--- src/rtl/id_ex_stage.sv ---
// ID/EX pipeline register with load-use hazard detection, one-bubble stall,
// branch/jump squash, global freeze and flush deferral across a freeze.
module id_ex_stage #(
  parameter int unsigned XLEN = 32,
  parameter int unsigned CNTW = 16
) (
  input  logic            clk,
  input  logic            rst_n,
  input  logic            hold,
  input  logic            flush,
  input  logic            id_valid,
  input  logic [2:0]      id_aluop,
  input  logic [1:0]      id_memtoreg,
  input  logic [1:0]      id_pcsrc,
  input  logic            id_alusrc,
  input  logic            id_regwrite,
  input  logic            id_memread,
  input  logic            id_memwrite,
  input  logic            id_branch,
  input  logic            id_lw,
  input  logic            id_sw,
  input  logic            id_beq,
  input  logic            id_bge,
  input  logic            id_lui,
  input  logic            id_jal,
  input  logic            id_jalr,
  input  logic [XLEN-1:0] id_pc,
  input  logic [XLEN-1:0] id_rs1_data,
  input  logic [XLEN-1:0] id_rs2_data,
  input  logic [XLEN-1:0] id_imm,
  input  logic [4:0]      id_rs1,
  input  logic [4:0]      id_rs2,
  input  logic [4:0]      id_rd,
  output logic            ex_valid,
  output logic [2:0]      ex_aluop,
  output logic [1:0]      ex_memtoreg,
  output logic [1:0]      ex_pcsrc,
  output logic            ex_alusrc,
  output logic            ex_regwrite,
  output logic            ex_memread,
  output logic            ex_memwrite,
  output logic            ex_branch,
  output logic            ex_lw,
  output logic            ex_sw,
  output logic            ex_beq,
  output logic            ex_bge,
  output logic            ex_lui,
  output logic            ex_jal,
  output logic            ex_jalr,
  output logic [XLEN-1:0] ex_pc,
  output logic [XLEN-1:0] ex_rs1_data,
  output logic [XLEN-1:0] ex_rs2_data,
  output logic [XLEN-1:0] ex_imm,
  output logic [4:0]      ex_rs1,
  output logic [4:0]      ex_rs2,
  output logic [4:0]      ex_rd,
  output logic            stall_if,
  output logic [CNTW-1:0] stall_cnt
);

  typedef struct packed {
    logic            valid;
    logic [2:0]      aluop;
    logic [1:0]      memtoreg;
    logic [1:0]      pcsrc;
    logic            alusrc;
    logic            regwrite;
    logic            memread;
    logic            memwrite;
    logic            branch;
    logic            lw;
    logic            sw;
    logic            beq;
    logic            bge;
    logic            lui;
    logic            jal;
    logic            jalr;
    logic [XLEN-1:0] pc;
    logic [XLEN-1:0] rs1_data;
    logic [XLEN-1:0] rs2_data;
    logic [XLEN-1:0] imm;
    logic [4:0]      rs1;
    logic [4:0]      rs2;
    logic [4:0]      rd;
  } bundle_t;

  bundle_t         id_b;
  bundle_t         ex_q, ex_d;
  logic [CNTW-1:0] cnt_q, cnt_d;
  logic            fpend_q, fpend_d;
  logic            uses_rs1, uses_rs2, load_use, eff_flush;

  assign id_b = '{valid: id_valid, aluop: id_aluop, memtoreg: id_memtoreg,
                  pcsrc: id_pcsrc, alusrc: id_alusrc, regwrite: id_regwrite,
                  memread: id_memread, memwrite: id_memwrite, branch: id_branch,
                  lw: id_lw, sw: id_sw, beq: id_beq, bge: id_bge, lui: id_lui,
                  jal: id_jal, jalr: id_jalr, pc: id_pc, rs1_data: id_rs1_data,
                  rs2_data: id_rs2_data, imm: id_imm, rs1: id_rs1, rs2: id_rs2,
                  rd: id_rd};

  // Hazard detection against the load currently sitting in EX
  always_comb begin
    uses_rs1  = ~(id_lui | id_jal);
    uses_rs2  = ~id_alusrc | id_sw | id_branch;
    load_use  = id_valid & ex_q.valid & ex_q.memread & (ex_q.rd != 5'd0) &
                ((uses_rs1 & (ex_q.rd == id_rs1)) | (uses_rs2 & (ex_q.rd == id_rs2)));
    eff_flush = flush | fpend_q;
    stall_if  = load_use & ~eff_flush & ~hold;
  end

  // Next-state selection: freeze > flush > load-use bubble > pass-through
  always_comb begin
    ex_d    = ex_q;
    cnt_d   = cnt_q;
    fpend_d = fpend_q;
    if (hold) begin
      fpend_d = fpend_q | flush;
    end else if (eff_flush) begin
      ex_d    = '0;
      fpend_d = 1'b0;
    end else if (load_use) begin
      ex_d = '0;
      if (cnt_q != '1) cnt_d = cnt_q + CNTW'(1);
    end else begin
      ex_d = id_b;
    end
  end

  // State registers; reset overrides freeze and any pending flush
  always_ff @(posedge clk) begin
    if (!rst_n) begin
      ex_q    <= '0;
      cnt_q   <= '0;
      fpend_q <= 1'b0;
    end else begin
      ex_q    <= ex_d;
      cnt_q   <= cnt_d;
      fpend_q <= fpend_d;
    end
  end

  assign ex_valid    = ex_q.valid;
  assign ex_aluop    = ex_q.aluop;
  assign ex_memtoreg = ex_q.memtoreg;
  assign ex_pcsrc    = ex_q.pcsrc;
  assign ex_alusrc   = ex_q.alusrc;
  assign ex_regwrite = ex_q.regwrite;
  assign ex_memread  = ex_q.memread;
  assign ex_memwrite = ex_q.memwrite;
  assign ex_branch   = ex_q.branch;
  assign ex_lw       = ex_q.lw;
  assign ex_sw       = ex_q.sw;
  assign ex_beq      = ex_q.beq;
  assign ex_bge      = ex_q.bge;
  assign ex_lui      = ex_q.lui;
  assign ex_jal      = ex_q.jal;
  assign ex_jalr     = ex_q.jalr;
  assign ex_pc       = ex_q.pc;
  assign ex_rs1_data = ex_q.rs1_data;
  assign ex_rs2_data = ex_q.rs2_data;
  assign ex_imm      = ex_q.imm;
  assign ex_rs1      = ex_q.rs1;
  assign ex_rs2      = ex_q.rs2;
  assign ex_rd       = ex_q.rd;
  assign stall_cnt   = cnt_q;

endmodule

--- config.mk ---
export PLATFORM = sky130hd
export DESIGN_NAME = id_ex_stage
export DESIGN_NICKNAME = d
export VERILOG_FILES = /design/src/rtl/id_ex_stage.sv
export SDC_FILE = /design/constraint.sdc
export NUM_CORES = 1
export LEC_CHECK = 0
export ABC_CLOCK_PERIOD_IN_PS = 3900
export CAP_MARGIN = 5
export CELL_PAD_IN_SITES_DETAIL_PLACEMENT = 1
export CELL_PAD_IN_SITES_GLOBAL_PLACEMENT = 1
export CORE_MARGIN = 5
export CORE_UTILIZATION = 30
export DETAILED_ROUTE_END_ITERATION = 8
export PLACE_DENSITY_LB_ADDON = 0.1
export SKIP_CTS_REPAIR_TIMING = 1
export SYNTH_ARGS = -nofsm -noshare
export SYNTH_HDL_FRONTEND = slang
export SYNTH_SLANG_ARGS = --single-unit
--- constraint.sdc ---
create_clock -name clk -period 3.9 [get_ports clk]
set_input_delay 0.975 -clock clk [delete_from_list [all_inputs] [get_ports clk]]
set_output_delay 0.975 -clock clk [all_outputs]
set_load 0.02 [all_outputs]
### After elaboration in Yosys (flattened, before gate mapping)

Cells that the tools add are included.

* add/subtract/negate cells: 1
* equality and inequality tests: 3
* muxes and demuxes: 4
* bitwise logic cells: 17
* reduce and logical (&&, ||, !) cells: 3

Operators by type and width (count)
* 163-bit two-way mux: 2
* 16-bit by 1-bit adder with 16-bit output (second input constant): 1
* 16-bit != test (second input constant): 1
* 5-bit equality test: 2
* 1-bit AND: 8
* 1-bit bitwise OR: 5
* 5-bit nonzero test: 1
* 1-bit NOT: 4
* 4-bit AND reduction: 1
* 1-bit two-way mux: 2
* 2-bit nonzero test: 1

* bits in registers: 180
* output and inout bits: 180
* logic and storage cells: 53

### Longest topological paths before layout

* word-level depth: 8
* mapped depth: 8
* gate-level depth less buffers: 6

### Worst setup path after synthesis

No wires, ideal clock.

* path kind: input to output
* from: in id_rs2[3]
* to: out stall_if
* data arrival time: 2.419 ns
* data required time: 2.925 ns
* slack: 0.506 ns
* stages: 4
* cells stage by stage: xor2_1 nor4_2 a22oi_2 nor4_1

* word-level cells in the longest chain between the ends: 6

Ends and longest elaborated chain
* start: declaration: RTL line 32 `input logic [4:0] id_rs2,`
* 5-bit equality test: RTL line 106 `((uses_rs1 & (ex_q.rd == id_rs1)) | (uses_rs2 & (ex_q.rd == id_rs2)));`
* 1-bit AND: RTL line 106
* 1-bit bitwise OR: RTL line 106
* 1-bit AND: RTL line 105 `load_use = id_valid & ex_q.valid & ex_q.memread & (ex_q.rd != 5'd0) &`
* 1-bit AND (2 in series): RTL line 108 `stall_if = load_use & ~eff_flush & ~hold;`
* end: declaration: RTL line 57 `output logic stall_if,`

No other way between the ends.

### Worst setup path after layout

* from: in id_rs2[2]
* to: out stall_if

Same word-level chain as after synthesis.

==> results_dict.tcl <==
set metrics [dict create \
    dp_hpwl_mm 17.8 \
    diodes 0 \
    p_leak_nw 3.87 \
    status "finished, final reports clean" \
    worst-path-buf-inv 3 \
    finalCritPeriodShare 0.967 \
    finalSetupViolations 0 \
    tightest_slew_ps 628 \
    io_pins 347 \
    cap_violations 0 \
    cts_tree "yes" \
    vias 5538 \
    relSlewSlack 0.581 \
    grt_pass1_wl_mm 34.9 \
    core_area_um2 19600 \
    final-seq-area_um2 3600 \
    drive_gt1_frac 0.0615 \
    grt_max_degree 106 \
    cts_root_buf "clkbuf_16" \
    tns_ps 0 \
    nFillCells 2083 \
    overflow 0 \
    multi_input_area_um2 2200 \
    routabilityCongestion 0.834 \
    irDropWorstVdd_mv 0.225 \
    syn-num-nets 664 \
    post_dp_cell_area_um2 9730 \
    clock_skew_ps 7.50 \
    crit_top_cell "nor4_2" \
    hold_class "reg -> reg" \
    crit_path_max_fanout 3 \
    yosys_warnings 0 \
    critPathSlowestCell "clkdlybuf4s50_1" \
    clock_latency_ps 420 \
    drc 0 \
    worst_ep_required_time_ps 2920 \
    path_clk_slew_ps 70 \
    rsz0062_at_grt "no" \
    nets 1001 \
    crit_family "buffers and inverters" \
    power_density_nw_per_um2 397 \
    crit_path_start_kind "input port" \
    die_w_um 152 \
    critPathKind "in -> out" \
    syn_area_per_cell_um2 12.1 \
    finalHoldViolations 0 \
    cp_cell_sequence "clkdlybuf4s50_1, xor2_1, nor4_2, a22oi_2, nor4_2, buf_4, dlymetal6s2s_1" \
    cts_max_level 4 \
    syn_inst 496 \
    drv_slew 0 \
    crit_path_max_incr_delay_ps 440 \
    dieArea_um2 23000 \
    post-route-util 0.525 \
    via_per_inst 4.98 \
    ys_seq_elements 180 \
    drtAntennaViolNets 0 \
    drtIter0Drc 203 \
    design_area_um2 10300 \
    synth_cell_types 36 \
    globalRouteTotalUtil 0.197 \
    report.power.total_w 0.00408 \
    drt-pass1-iter-count 4 \
    min_period_ps 3770 \
    cts_buffer_depth 2 \
    numCtsBuffers 17 \
    max_freq_ghz 0.265 \
    die_h_um 152 \
    end_kind "output pin" \
    syn_to_final_growth_pct 70.9 \
    port_buffers 346 \
    wire_per_inst_um 21.2 \
    cp.arrival_ps 2800 \
    grt_pass1_vias 5968 \
    syn_area_um2 6020 \
    antenna_found_initial 0 \
    routed_wl_mm 23.6 \
    clkSinkCount 180 \
    synth-seq-area-share 0.599 \
    rows 51 \
    initial_core_util 0.307 \
]
==> stage by stage <==
stage                     instances  hold WS (ps)  setup slack, ps
final                          1111           477              127
after floorplan                 496           477              506
after CTS                      1111           483             -316
after detailed placement       1079           463             -286
after global routing           1111           497             37.4
after global placement         1079           460             -256
==> placed cells by master, fill, tap and decap left out, drive strengths merged, types with 2 or more instances in the layout <==
| cell type | instances |
|---|---|
| clkbuf | 19 |
| clkinvlp | 2 |
| clkinv | 6 |
| clkdlybuf4s50 | 345 |
| nor2 | 4 |
| mux2i | 6 |
| a22o | 163 |
| and2 | 3 |
| or3 | 3 |
| xor2 | 10 |
| or4 | 7 |
| dfxtp | 180 |
| nand4 | 8 |
| o31ai | 5 |
| nand3 | 7 |
| nand2b | 8 |
| o311ai | 2 |
| inv | 6 |
| and4 | 2 |
| nand2 | 14 |
| a21oi | 5 |
| nor4 | 9 |
| nor3 | 4 |
| buf | 13 |
| o41ai | 2 |
| and3 | 2 |
==> cells by family (layout without fill, tap and decap cells) <==
family                   count (synthesis)  after routing  share of synthesized area
XOR/XNOR                                10             10                     0.0146
AND/OR/NAND/NOR                         72             72                     0.0705
multiplexers                             6              6                    0.00998
AO/OA/AOI/OAI                          185            185                      0.265
adder cells (fa/ha/maj)                  1              1                    0.00208
buffers and inverters                   42            392                     0.0387
flip-flops                             180            180                      0.599
==> cells in the mapped netlist (all sizes together) <==
library cell  instances  area (µm²)
a21oi                 5        25.0
a22o                163        1430
a22oi                 1        12.5
a32o                  1        10.0
and2                  3        18.8
and3                  2        12.5
and4                  2        17.5
buf                  20         150
clkbuf               21        78.8
dfxtp               180        3600
ha                    1        12.5
inv                   1        3.75
mux2i                 6        60.1
nand2                14        52.6
nand2b                8        50.1
nand3                 7        35.0
nand4                 8        50.1
nor2                  4        15.0
nor3                  4        25.0
nor3b                 1        7.51
nor4                  9        68.8
o211ai                1        7.51
o21a                  1        7.51
o21ai                 1        5.00
o21ba                 1        10.0
o2bb2ai               1        8.76
o311a                 1        10.0
o311ai                2        17.5
o31ai                 5        37.5
o41ai                 2        17.5
or3                   3        18.8
or4                   7        52.6
xor2                 10        87.6
==> layout make-up <==
class / count / share of cell area
repair buffers: 359 / 0.350
clock buffers: 19 / 0.0431
clock inverters: 13 / 0.00961
well taps: 265 / 0.0322
multi-input cells: 274 / 0.214
inverters: 1 / 0.000365
flip-flops and latches: 180 / 0.350
==> report_power, final <==
group	internal, W	switching (W)	leakage [nW]
registers	0.00190	0.0000391	1.47
clock network	0.000843	0.000754	0.266
logic	0.000308	0.000232	2.14
==> registers in the layout, indices dropped and copies added, names as in the netlist, 2 cells and up <==
register     cells
ex_rs1           5
ex_rs2_data     32
ex_imm          32
ex_rs2           5
ex_pcsrc         2
ex_rs1_data     32
ex_aluop         3
ex_rd            5
ex_memtoreg      2
stall_cnt       16
ex_pc           32
==> final timing paths <==
| kind | startpoint | endpoint | slack (ps) | cells past startpoint |
|---|---|---|---|---|
| worst max-delay path | id_rs2[2] | stall_if | 130 | 7 |
| worst min-delay path | ex_rs2_data[28] | ex_rs2_data[28] | 480 | 1 |
| worst max register to register | ex_rd[2] | ex_pc[20] | 1270 | 7 |
| worst min register to register | ex_rs2_data[28] | ex_rs2_data[28] | 480 | 1 |
==> metal layers <==
layer | part of all wire | global-route usage | up-vias
li1 | - | - | 2592
met1 | 0.39 | 0.229 | 2682
met2 | 0.49 | 0.333 | 245
met3 | 0.11 | 0.0869 | 19
met4 | 0.011 | 0.0526 | 0
met5 | 0 | 0 | -
Power figures use the tool's default switching activity.
